`src/rtl/sop_table_eval.sv`:
```
// Programmable N-input boolean function held as a 2^N-bit minterm/maxterm table,
// with registered single-shot evaluation and a full truth-table sweep engine.
module sop_table_eval #(
  parameter int unsigned N = 3
) (
  input  logic               clk,
  input  logic               reset,
  input  logic               load,
  input  logic               mode,
  input  logic [(1<<N)-1:0]  tbl_in,
  input  logic               eval,
  input  logic [N-1:0]       x,
  output logic               s,
  output logic               s_valid,
  input  logic               start,
  output logic               busy,
  output logic [N-1:0]       sweep_x,
  output logic               sweep_s,
  output logic               sweep_valid,
  output logic               done,
  output logic [N:0]         count
);

  localparam int unsigned SIZE = 1 << N;
  localparam logic [N-1:0] LAST = '1;

  typedef enum logic [1:0] {
    ST_IDLE  = 2'd0,
    ST_SWEEP = 2'd1,
    ST_DONE  = 2'd2
  } state_t;

  state_t          r_state;
  logic [SIZE-1:0] r_tbl;
  logic            r_mode;
  logic [N-1:0]    r_idx;
  logic [N:0]      r_acc;
  logic [N:0]      r_count;
  logic            r_s;
  logic            r_s_valid;
  logic            r_busy;
  logic [N-1:0]    r_sweep_x;
  logic            r_sweep_s;
  logic            r_sweep_valid;
  logic            r_done;

  logic [N-1:0]    w_idx_next;
  logic            w_f_x;
  logic            w_f_idx;
  logic            w_f_next;
  logic            w_f_first;
  logic [N:0]      w_acc_next;

  // f(i) is the table bit, inverted in PoS mode where set bits mark maxterms.
  assign w_idx_next = r_idx + 1'b1;
  assign w_f_x      = r_tbl[x] ^ r_mode;
  assign w_f_idx    = r_tbl[r_idx] ^ r_mode;
  assign w_f_next   = r_tbl[w_idx_next] ^ r_mode;
  assign w_f_first  = r_tbl[0] ^ r_mode;
  assign w_acc_next = r_acc + {{N{1'b0}}, w_f_idx};

  // NOTE: all state updates use non-blocking assignments so every register
  // sees the pre-edge values; the eval path therefore reads the old table even
  // when a load lands on the same edge.
  always_ff @(posedge clk) begin
    if (reset) begin
      // NOTE: the table is an ordinary register file here and is cleared on
      // reset, so a post-reset eval is defined as 0 rather than stale data.
      r_state       <= ST_IDLE;
      r_tbl         <= '0;
      r_mode        <= 1'b0;
      r_idx         <= '0;
      r_acc         <= '0;
      r_count       <= '0;
      r_s           <= 1'b0;
      r_s_valid     <= 1'b0;
      r_busy        <= 1'b0;
      r_sweep_x     <= '0;
      r_sweep_s     <= 1'b0;
      r_sweep_valid <= 1'b0;
      r_done        <= 1'b0;
    end else begin
      r_s_valid <= eval;
      if (eval) r_s <= w_f_x;
      r_done <= 1'b0;

      unique case (r_state)
        ST_IDLE: begin
          if (load) begin
            r_tbl  <= tbl_in;
            r_mode <= mode;
          end else if (start) begin
            // Present vector 0 in the very next cycle so sweep_valid tracks busy.
            r_state       <= ST_SWEEP;
            r_busy        <= 1'b1;
            r_idx         <= '0;
            r_acc         <= '0;
            r_sweep_valid <= 1'b1;
            r_sweep_x     <= '0;
            r_sweep_s     <= w_f_first;
          end
        end
        ST_SWEEP: begin
          r_acc <= w_acc_next;
          if (r_idx == LAST) begin
            r_state       <= ST_DONE;
            r_sweep_valid <= 1'b0;
            r_sweep_x     <= '0;
            r_sweep_s     <= 1'b0;
            r_done        <= 1'b1;
            r_count       <= w_acc_next;
          end else begin
            r_idx     <= w_idx_next;
            r_sweep_x <= w_idx_next;
            r_sweep_s <= w_f_next;
          end
        end
        ST_DONE: begin
          r_state <= ST_IDLE;
          r_busy  <= 1'b0;
        end
        default: r_state <= ST_IDLE;
      endcase
    end
  end

  assign s           = r_s;
  assign s_valid     = r_s_valid;
  assign busy        = r_busy;
  assign sweep_x     = r_sweep_x;
  assign sweep_s     = r_sweep_s;
  assign sweep_valid = r_sweep_valid;
  assign done        = r_done;
  assign count       = r_count;

endmodule
```
`config.mk`:
```
export PLATFORM = sky130hd
export DESIGN_NAME = sop_table_eval
export DESIGN_NICKNAME = d
export VERILOG_FILES = /design/src/rtl/sop_table_eval.sv
export SDC_FILE = /design/constraint.sdc
export NUM_CORES = 1
export LEC_CHECK = 0
export CORE_AREA = 2 2 64 66
export CTS_CLUSTER_SIZE = 16
export DETAILED_ROUTE_END_ITERATION = 8
export DIE_AREA = 0 0 66 68
export DONT_BUFFER_PORTS = 1
export PLACE_DENSITY_LB_ADDON = 0.3
export REMOVE_ABC_BUFFERS = 1
export SLEW_MARGIN = 20
export SYNTH_ARGS = -nofsm -noshare
export SYNTH_HDL_FRONTEND = slang
export SYNTH_SLANG_ARGS = --single-unit
```
`constraint.sdc`:
```
create_clock -name clk -period 2.3 [get_ports clk]
set_input_delay 0.115 -clock clk [delete_from_list [all_inputs] [get_ports clk]]
set_output_delay 0.115 -clock clk [all_outputs]
set_load 0.02 [all_outputs]
```
==> metrics.txt, run 1 <==
# TYPE chip_impl_metric gauge
chip_impl_metric{name="synth-edff-count",unit=""} 0
chip_impl_info{name="critPathLaunchType",value="flop"} 1
chip_impl_metric{name="clk_path_buf_depth",unit=""} 2
chip_impl_metric{name="post-route-min-period",unit="ns"} 2.09
chip_impl_info{name="rsz0062_at_grt",value="no"} 1
chip_impl_metric{name="ant_nets",unit=""} 0
chip_impl_metric{name="synth_area",unit="sq mm"} 0.00145
chip_impl_metric{name="grt_pass1_wl",unit="microns"} 5110
chip_impl_metric{name="fin_crit_sh",unit="%"} 91.0
chip_impl_metric{name="die_height",unit="microns"} 68
chip_impl_info{name="timing.hold.worst.class",value="in2reg"} 1
chip_impl_info{name="cts.root.buffer_cell",value="sky130_fd_sc_hd__clkbuf_8"} 1
chip_impl_metric{name="report.final.hold_viol_count",unit=""} 0
chip_impl_metric{name="worstPathArrival",unit="ns"} 2.30
chip_impl_metric{name="clkLatencyLatePin",unit="ns"} 0.28
chip_impl_info{name="critPathLaunch",value="r_idx[0]"} 1
chip_impl_metric{name="track_usage",unit="%"} 15.6
chip_impl_metric{name="clock-skew-final",unit="ns"} 0.00203
chip_impl_metric{name="async_reset_ff_share",unit="%"} 0
chip_impl_metric{name="seqCellArea",unit="sq um"} 622
chip_impl_metric{name="fillcell_total",unit=""} 391
chip_impl_metric{name="initial_core_util",unit="%"} 37.5
chip_impl_metric{name="grt_max_degree",unit=""} 31
chip_impl_metric{name="gr-total-overflow",unit=""} 0
chip_impl_metric{name="post-cts-setup-buffers",unit=""} 0
chip_impl_metric{name="ys_types",unit=""} 32
chip_impl_metric{name="post_synth_inst_count",unit=""} 144
chip_impl_metric{name="drt-vias-per-instance",unit=""} 5.45
chip_impl_metric{name="slew_headroom",unit="%"} 64.4
chip_impl_metric{name="dr.first_iter.drc_count",unit=""} 36
chip_impl_metric{name="area.growth.synth_to_final",unit="%"} 17.5
chip_impl_metric{name="detail_route.wirelength",unit="microns"} 3010
chip_impl_metric{name="worst_setup_hold_path_clk_slew",unit="ns"} 0.06
chip_impl_metric{name="syn_avg_cell_area",unit="sq um"} 10.0
chip_impl_metric{name="max_vdd_drop",unit="uV"} 359
chip_impl_metric{name="drt_drc_violations_left",unit=""} 0
chip_impl_metric{name="critical_path.max_fanout",unit=""} 7
chip_impl_metric{name="timing.final.ws_setup",unit="ns"} 0.208
chip_impl_metric{name="vias",unit=""} 1118
chip_impl_info{name="path_class",value="reg2reg"} 1
chip_impl_metric{name="p_per_area",unit="mW/mm^2"} 751
chip_impl_metric{name="drt-wirelength-per-cell",unit="microns"} 14.7
chip_impl_info{name="cell_with_the_most_instances_after_synthesis",value="sky130_fd_sc_hd__nor2_1"} 1
chip_impl_metric{name="power.static_leakage",unit="nW"} 0.660
chip_impl_info{name="timing.rr.start",value="r_idx[0]"} 1
chip_impl_metric{name="gpl.final_weighted_congestion",unit=""} 0.730
chip_impl_metric{name="place.detailed.hpwl",unit="microns"} 2130
chip_impl_metric{name="ys_seq_area_share",unit="%"} 42.9
chip_impl_metric{name="diodes_inserted",unit=""} 0
chip_impl_metric{name="floorplan.core_area",unit="sq mm"} 0.00386
chip_impl_metric{name="hold_slack",unit="ns"} 0.0137
chip_impl_metric{name="clock_sink_count",unit=""} 31
chip_impl_metric{name="yosys.area.top_type_share",unit="%"} 42.9
chip_impl_metric{name="timing.final.max_slew_violations",unit=""} 0
chip_impl_metric{name="placedInstanceArea",unit="sq mm"} 0.00149
chip_impl_metric{name="multiInputGateArea",unit="sq um"} 788
chip_impl_info{name="hold_start",value="eval"} 1
chip_impl_metric{name="initial_antenna_violation_count",unit=""} 0
chip_impl_metric{name="timing.critical_path.required",unit="ns"} 2.51
chip_impl_metric{name="synth-warning-count",unit=""} 0
chip_impl_metric{name="drive_gt1_share",unit="%"} 11.0
chip_impl_metric{name="yosys_register_bits",unit=""} 31
chip_impl_metric{name="achievable_freq",unit="MHz"} 478
chip_impl_info{name="synthTopCellsByCount",value="sky130_fd_sc_hd__nor2_1 (32), sky130_fd_sc_hd__dfxtp_1 (31), sky130_fd_sc_hd__mux2i_1 (15)"} 1
chip_impl_metric{name="cts-htree-levels",unit=""} 2
chip_impl_info{name="crit_path_capture_type",value="flop"} 1
chip_impl_metric{name="die-width",unit="microns"} 66
chip_impl_metric{name="dp_slack",unit="ns"} 0.150
chip_impl_info{name="result_of_the_run",value="finished, final reports clean"} 1
chip_impl_metric{name="grt_pass1_vias",unit=""} 1075
chip_impl_info{name="top_reg_cell_synth",value="sky130_fd_sc_hd__dfxtp_1"} 1
chip_impl_info{name="tritoncts_clock_tree",value="yes"} 1
chip_impl_info{name="synth_area_leaders",value="sky130_fd_sc_hd__dfxtp_1 (43%), sky130_fd_sc_hd__mux2i_1 (10%), sky130_fd_sc_hd__nor2_1 (8.3%)"} 1
chip_impl_metric{name="timing_worst_slew_pin_value",unit="ns"} 0.534
chip_impl_metric{name="dr.pass1.iters",unit=""} 4
chip_impl_metric{name="port_buf_inserts",unit=""} 0
chip_impl_metric{name="layout.cell_area.non_filler",unit="sq mm"} 0.00170
chip_impl_metric{name="die_area",unit="sq mm"} 0.00449
chip_impl_metric{name="design.portCount",unit=""} 30
chip_impl_metric{name="cts_made_buffers",unit=""} 5
chip_impl_metric{name="final_net_count",unit=""} 175
chip_impl_metric{name="final_core_util",unit="%"} 44.0
chip_impl_metric{name="placement_rows",unit=""} 23
chip_impl_metric{name="max_cap_violations",unit=""} 0
chip_impl_info{name="yosys.area.top_type",value="sky130_fd_sc_hd__dfxtp_1"} 1
chip_impl_metric{name="setup-violations-final",unit=""} 0
chip_impl_metric{name="tns",unit="ns"} 0
==> kinds of logic after synthesis <==
kind of cell,after synthesis,share of synthesized area [%]
AO/OA/AOI/OAI,25,11.8
XOR/XNOR,4,2.42
adder cells (fa/ha/maj),4,3.46
buffers and inverters,10,2.94
flip-flops,31,42.9
multiplexers,21,20.3
AND/OR/NAND/NOR,49,16.2
==> power breakdown <==
group          internal [mW]  total, mW  switching [mW]  leakage (nW)
Clock                  0.350      0.550           0.200        0.0612
Sequential             0.561      0.596          0.0355         0.254
Combinational         0.0665      0.128          0.0613         0.346
==> layout by cell type (no fill, tap or decap), drive strengths merged, types with 2 or more instances in the layout <==
cell type	instances
inv	2
nor2b	4
nor2	32
xor2	2
mux2i	15
clkbuf	6
dfxtp	31
nor3	3
a22oi	5
nor3b	2
mux4	6
nand2b	2
dlygate4sd3	8
o21ai	4
a2111oi	3
ha	4
buf	3
a21oi	6
a211oi	3
xnor2	2
==> worst paths after layout <==
| path | end | slack (ns) | cells past startpoint |
|---|---|---|---|
| worst max register to register | sweep_s | 0.21 | 7 |
| worst max-delay path | sweep_s | 0.21 | 7 |
| worst min register to register | r_acc[2] | 0.52 | 2 |
| worst min-delay path | s | 0.01 | 2 |
==> worst max-delay path: stages (launching register included) <==
cell and delay (ns):
sky130_fd_sc_hd__dfxtp_2 0.35, sky130_fd_sc_hd__buf_4 0.16, sky130_fd_sc_hd__ha_1 0.19, sky130_fd_sc_hd__ha_1 0.26, sky130_fd_sc_hd__or4bb_1 0.49, sky130_fd_sc_hd__a2111oi_1 0.36
sky130_fd_sc_hd__mux2i_1 0.12, sky130_fd_sc_hd__o21ai_0 0.08
==> layer usage <==
| metal | global-route usage, % | up-vias | wire length [microns] |
|---|---|---|---|
| met3 | 6.25 | 12 | 196 |
| met5 | 0 | - | 0 |
| met1 | 18.1 | 529 | 1270 |
| li1 | - | 541 | - |
| met4 | 8.67 | 0 | 102 |
| met2 | 24.7 | 36 | 1440 |
==> area by class of cell <==
type | instances | area share [%]
clock buffers | 6 | 4.86
flip-flops and latches | 31 | 36.6
repair buffers | 11 | 5.90
multi-input cells | 103 | 46.4
well taps | 50 | 3.68
clock inverters | 2 | 2.06
inverters | 2 | 0.442
==> timing repair <==
item	in CTS	in global routing
setup endpoints to repair	0	4
gates resized for setup	0	2
hold endpoints to repair	30	0
hold buffers	9	0
==> stage by stage <==
step / instances / total power, mW
3_3_place_gp: 188 / 0.711
2_1_floorplan: 136 / 0.688
6_report: 205 / 1.27
4_1_cts: 205 / 1.29
3_5_place_dp: 188 / 0.717
5_1_grt: 205 / 1.34
==> registers in the layout, indices dropped and copies added, names as in the netlist, 2 cells and up <==
signal	flops
r_acc	4
sweep_x	3
count	4
r_tbl	8
r_state	2
r_idx	3
(Power assumes the default switching activity.)
==> run 2, diff against run 1 <==
--- a/config.mk
+++ b/config.mk
@@ -11,6 +11,7 @@
 export DIE_AREA = 0 0 66 68
 export DONT_BUFFER_PORTS = 1
 export PLACE_DENSITY_LB_ADDON = 0.3
+export RECOVER_POWER = 100
 export REMOVE_ABC_BUFFERS = 1
 export SLEW_MARGIN = 20
 export SYNTH_ARGS = -nofsm -noshare
==> metrics.txt, run 2 (synthesis gave the netlist of run 1 again) <==
# TYPE chip_impl_metric gauge
chip_impl_metric{name="post-cts-setup-buffers",unit=""} 0
chip_impl_metric{name="fillcell_total",unit=""} 394
chip_impl_metric{name="drive_gt1_share",unit="%"} 9.68
chip_impl_metric{name="area.growth.synth_to_final",unit="%"} 16.8
chip_impl_metric{name="worst_setup_hold_path_clk_slew",unit="ns"} 0.06
chip_impl_metric{name="cts-htree-levels",unit=""} 2
chip_impl_metric{name="power.share.switching",unit="%"} 23.2
chip_impl_metric{name="diodes_inserted",unit=""} 0
chip_impl_metric{name="worstPathArrival",unit="ns"} 2.30
chip_impl_metric{name="clk_path_buf_depth",unit=""} 2
chip_impl_info{name="top_reg_by_flops",value="r_tbl"} 1
chip_impl_metric{name="post-place-cells",unit=""} 188
chip_impl_metric{name="max_cap_violations",unit=""} 0
chip_impl_info{name="result_of_the_run",value="finished, final reports clean"} 1
chip_impl_metric{name="internal_power",unit="mW"} 0.976
chip_impl_metric{name="drt-wirelength-per-cell",unit="microns"} 14.6
chip_impl_metric{name="vias",unit=""} 1107
chip_impl_info{name="tritoncts_clock_tree",value="yes"} 1
chip_impl_metric{name="reg2reg_slack",unit="ns"} 0.21
chip_impl_metric{name="timing.final.max_slew_violations",unit=""} 0
chip_impl_metric{name="cts_made_buffers",unit=""} 5
chip_impl_metric{name="post-route-min-period",unit="ns"} 2.09
chip_impl_metric{name="detail_route.wirelength",unit="microns"} 2990
chip_impl_metric{name="layout.cells.non_filler",unit=""} 205
chip_impl_info{name="crit_path_capture_type",value="flop"} 1
chip_impl_metric{name="grt_pass1_vias",unit=""} 1075
chip_impl_metric{name="grt_pass1_wl",unit="microns"} 5110
chip_impl_info{name="critPathLaunchType",value="flop"} 1
chip_impl_metric{name="power_frac_seq",unit="%"} 46.9
chip_impl_metric{name="max_vdd_drop",unit="uV"} 359
chip_impl_metric{name="final_net_count",unit=""} 175
chip_impl_metric{name="achievable_freq",unit="MHz"} 478
chip_impl_metric{name="clock-skew-final",unit="ns"} 0.00204
chip_impl_metric{name="dr.pass1.iters",unit=""} 4
chip_impl_metric{name="place.detailed.hpwl",unit="microns"} 2130
chip_impl_metric{name="dr.first_iter.drc_count",unit=""} 34
chip_impl_metric{name="setup-violations-final",unit=""} 0
chip_impl_metric{name="hold_slack",unit="ns"} 0.0188
chip_impl_metric{name="floorplan.core_area",unit="sq mm"} 0.00386
chip_impl_metric{name="timing.final.ws_setup",unit="ns"} 0.210
chip_impl_metric{name="ant_nets",unit=""} 0
chip_impl_info{name="path_class",value="reg2reg"} 1
chip_impl_metric{name="port_buf_inserts",unit=""} 0
chip_impl_metric{name="report.final.hold_viol_count",unit=""} 0
chip_impl_info{name="rsz0062_at_grt",value="no"} 1
chip_impl_metric{name="dp_slack",unit="ns"} 0.150
chip_impl_metric{name="gpl.final_weighted_congestion",unit=""} 0.730
chip_impl_metric{name="placement_rows",unit=""} 23
chip_impl_metric{name="die_area",unit="sq mm"} 0.00449
chip_impl_info{name="layout_commonest_cell",value="sky130_fd_sc_hd__nor2_1"} 1
chip_impl_metric{name="power.total",unit="mW"} 1.27
chip_impl_metric{name="critical_path.max_fanout",unit=""} 7
chip_impl_metric{name="design.portCount",unit=""} 30
chip_impl_metric{name="initial_antenna_violation_count",unit=""} 0
chip_impl_metric{name="netSwitchingPower",unit="mW"} 0.295
chip_impl_metric{name="fin_crit_sh",unit="%"} 90.9
chip_impl_info{name="cts.root.buffer_cell",value="sky130_fd_sc_hd__clkbuf_8"} 1
chip_impl_metric{name="slew_headroom",unit="%"} 55.8
chip_impl_metric{name="drt_drc_violations_left",unit=""} 0
chip_impl_metric{name="gr-total-overflow",unit=""} 0
chip_impl_metric{name="largest_register_ff_count",unit=""} 8
chip_impl_metric{name="drt-vias-per-instance",unit=""} 5.40
chip_impl_metric{name="clkLatencyLatePin",unit="ns"} 0.28
chip_impl_metric{name="die_height",unit="microns"} 68
chip_impl_info{name="mostFrequentLayoutCells",value="sky130_fd_sc_hd__nor2_1 (32), sky130_fd_sc_hd__dfxtp_1 (30), sky130_fd_sc_hd__mux2i_1 (15)"} 1
chip_impl_metric{name="p_per_area",unit="mW/mm^2"} 753
chip_impl_metric{name="die-width",unit="microns"} 66
chip_impl_metric{name="pwr-share-comb",unit="%"} 9.9
chip_impl_metric{name="initial_core_util",unit="%"} 37.5
chip_impl_metric{name="clock_sink_count",unit=""} 31
chip_impl_metric{name="tns",unit="ns"} 0
chip_impl_metric{name="share_clk_of_total_power",unit="%"} 43.2
chip_impl_metric{name="timing.critical_path.required",unit="ns"} 2.51
chip_impl_metric{name="power.static_leakage",unit="nW"} 0.654
chip_impl_metric{name="timing_worst_slew_pin_value",unit="ns"} 0.663
chip_impl_metric{name="grt_max_degree",unit=""} 31
chip_impl_info{name="timing.hold.worst.class",value="in2reg"} 1
chip_impl_metric{name="track_usage",unit="%"} 15.6
[run 2: changes by cell type in the layout (fill, tap and decap cells not counted), sizes merged]
| cell | previous run | this run |
|---|---|---|
| buf | 3 | 2 |
| clkbuf | 6 | 7 |
[run 2: power groups by stage]
stage / Sequential [mW] / Combinational [mW] / Clock [mW]
4_1_cts: 0.596 / 0.129 / 0.565
3_5_place_dp: 0.608 / 0.108 / 0
2_1_floorplan: 0.601 / 0.0874 / 0
6_report: 0.596 / 0.125 / 0.549
3_3_place_gp: 0.607 / 0.104 / 0
5_1_grt: 0.600 / 0.143 / 0.591
[run 2: what timing repair did]
item | in CTS | in global routing
endpoints found under the hold margin | 30 | 0
setup endpoints to repair | 0 | 4
gates resized for setup | 0 | 2
hold buffers | 9 | 0
[run 2: critical path, stage by stage (launching register included)]
cell                        delay [ns]
sky130_fd_sc_hd__dfxtp_2          0.35
sky130_fd_sc_hd__buf_4            0.16
sky130_fd_sc_hd__ha_1             0.19
sky130_fd_sc_hd__ha_1             0.26
sky130_fd_sc_hd__or4bb_1          0.49
sky130_fd_sc_hd__a2111oi_1        0.36
sky130_fd_sc_hd__mux2i_1          0.12
sky130_fd_sc_hd__o21ai_0          0.08
[run 2: path summary, 6_finish.rpt]
| check | cells after the start | from | endpoint |
|---|---|---|---|
| worst max-delay path | 7 | r_idx[0] | sweep_s |
| worst min register to register | 2 | r_acc[2] | r_acc[2] |
| worst min-delay path | 2 | eval | s |
| worst max register to register | 7 | r_idx[0] | sweep_s |
[run 2: layout make-up]
cell class              instances  area, sq um  share of cell area (%)
multi-input cells             103          782                    46.3
flip-flops and latches         31          622                    36.8
repair buffers                 11         96.3                    5.71
clock buffers                   6         82.6                    4.89
well taps                      50         62.6                    3.71
clock inverters                 2         35.0                    2.08
inverters                       2         7.51                   0.445
[run 2: per-layer routing]
metal  global-route usage, %  vias to the layer above  share of wire (%)
li1                        -                      542                  -
met1                    18.1                      530                 42
met2                    24.7                       27                 49
met3                    6.25                        8                6.1
met4                    8.67                        0                3.1
met5                       0                        -                  0
[run 2: metrics by stage]
stage,instance area (sq um),util [%]
after detailed placement,1490,38.7
after floorplan,1410,-
after CTS,1700,44.1
final,1690,43.8
after global placement,1490,38.7
after global routing,1690,43.8
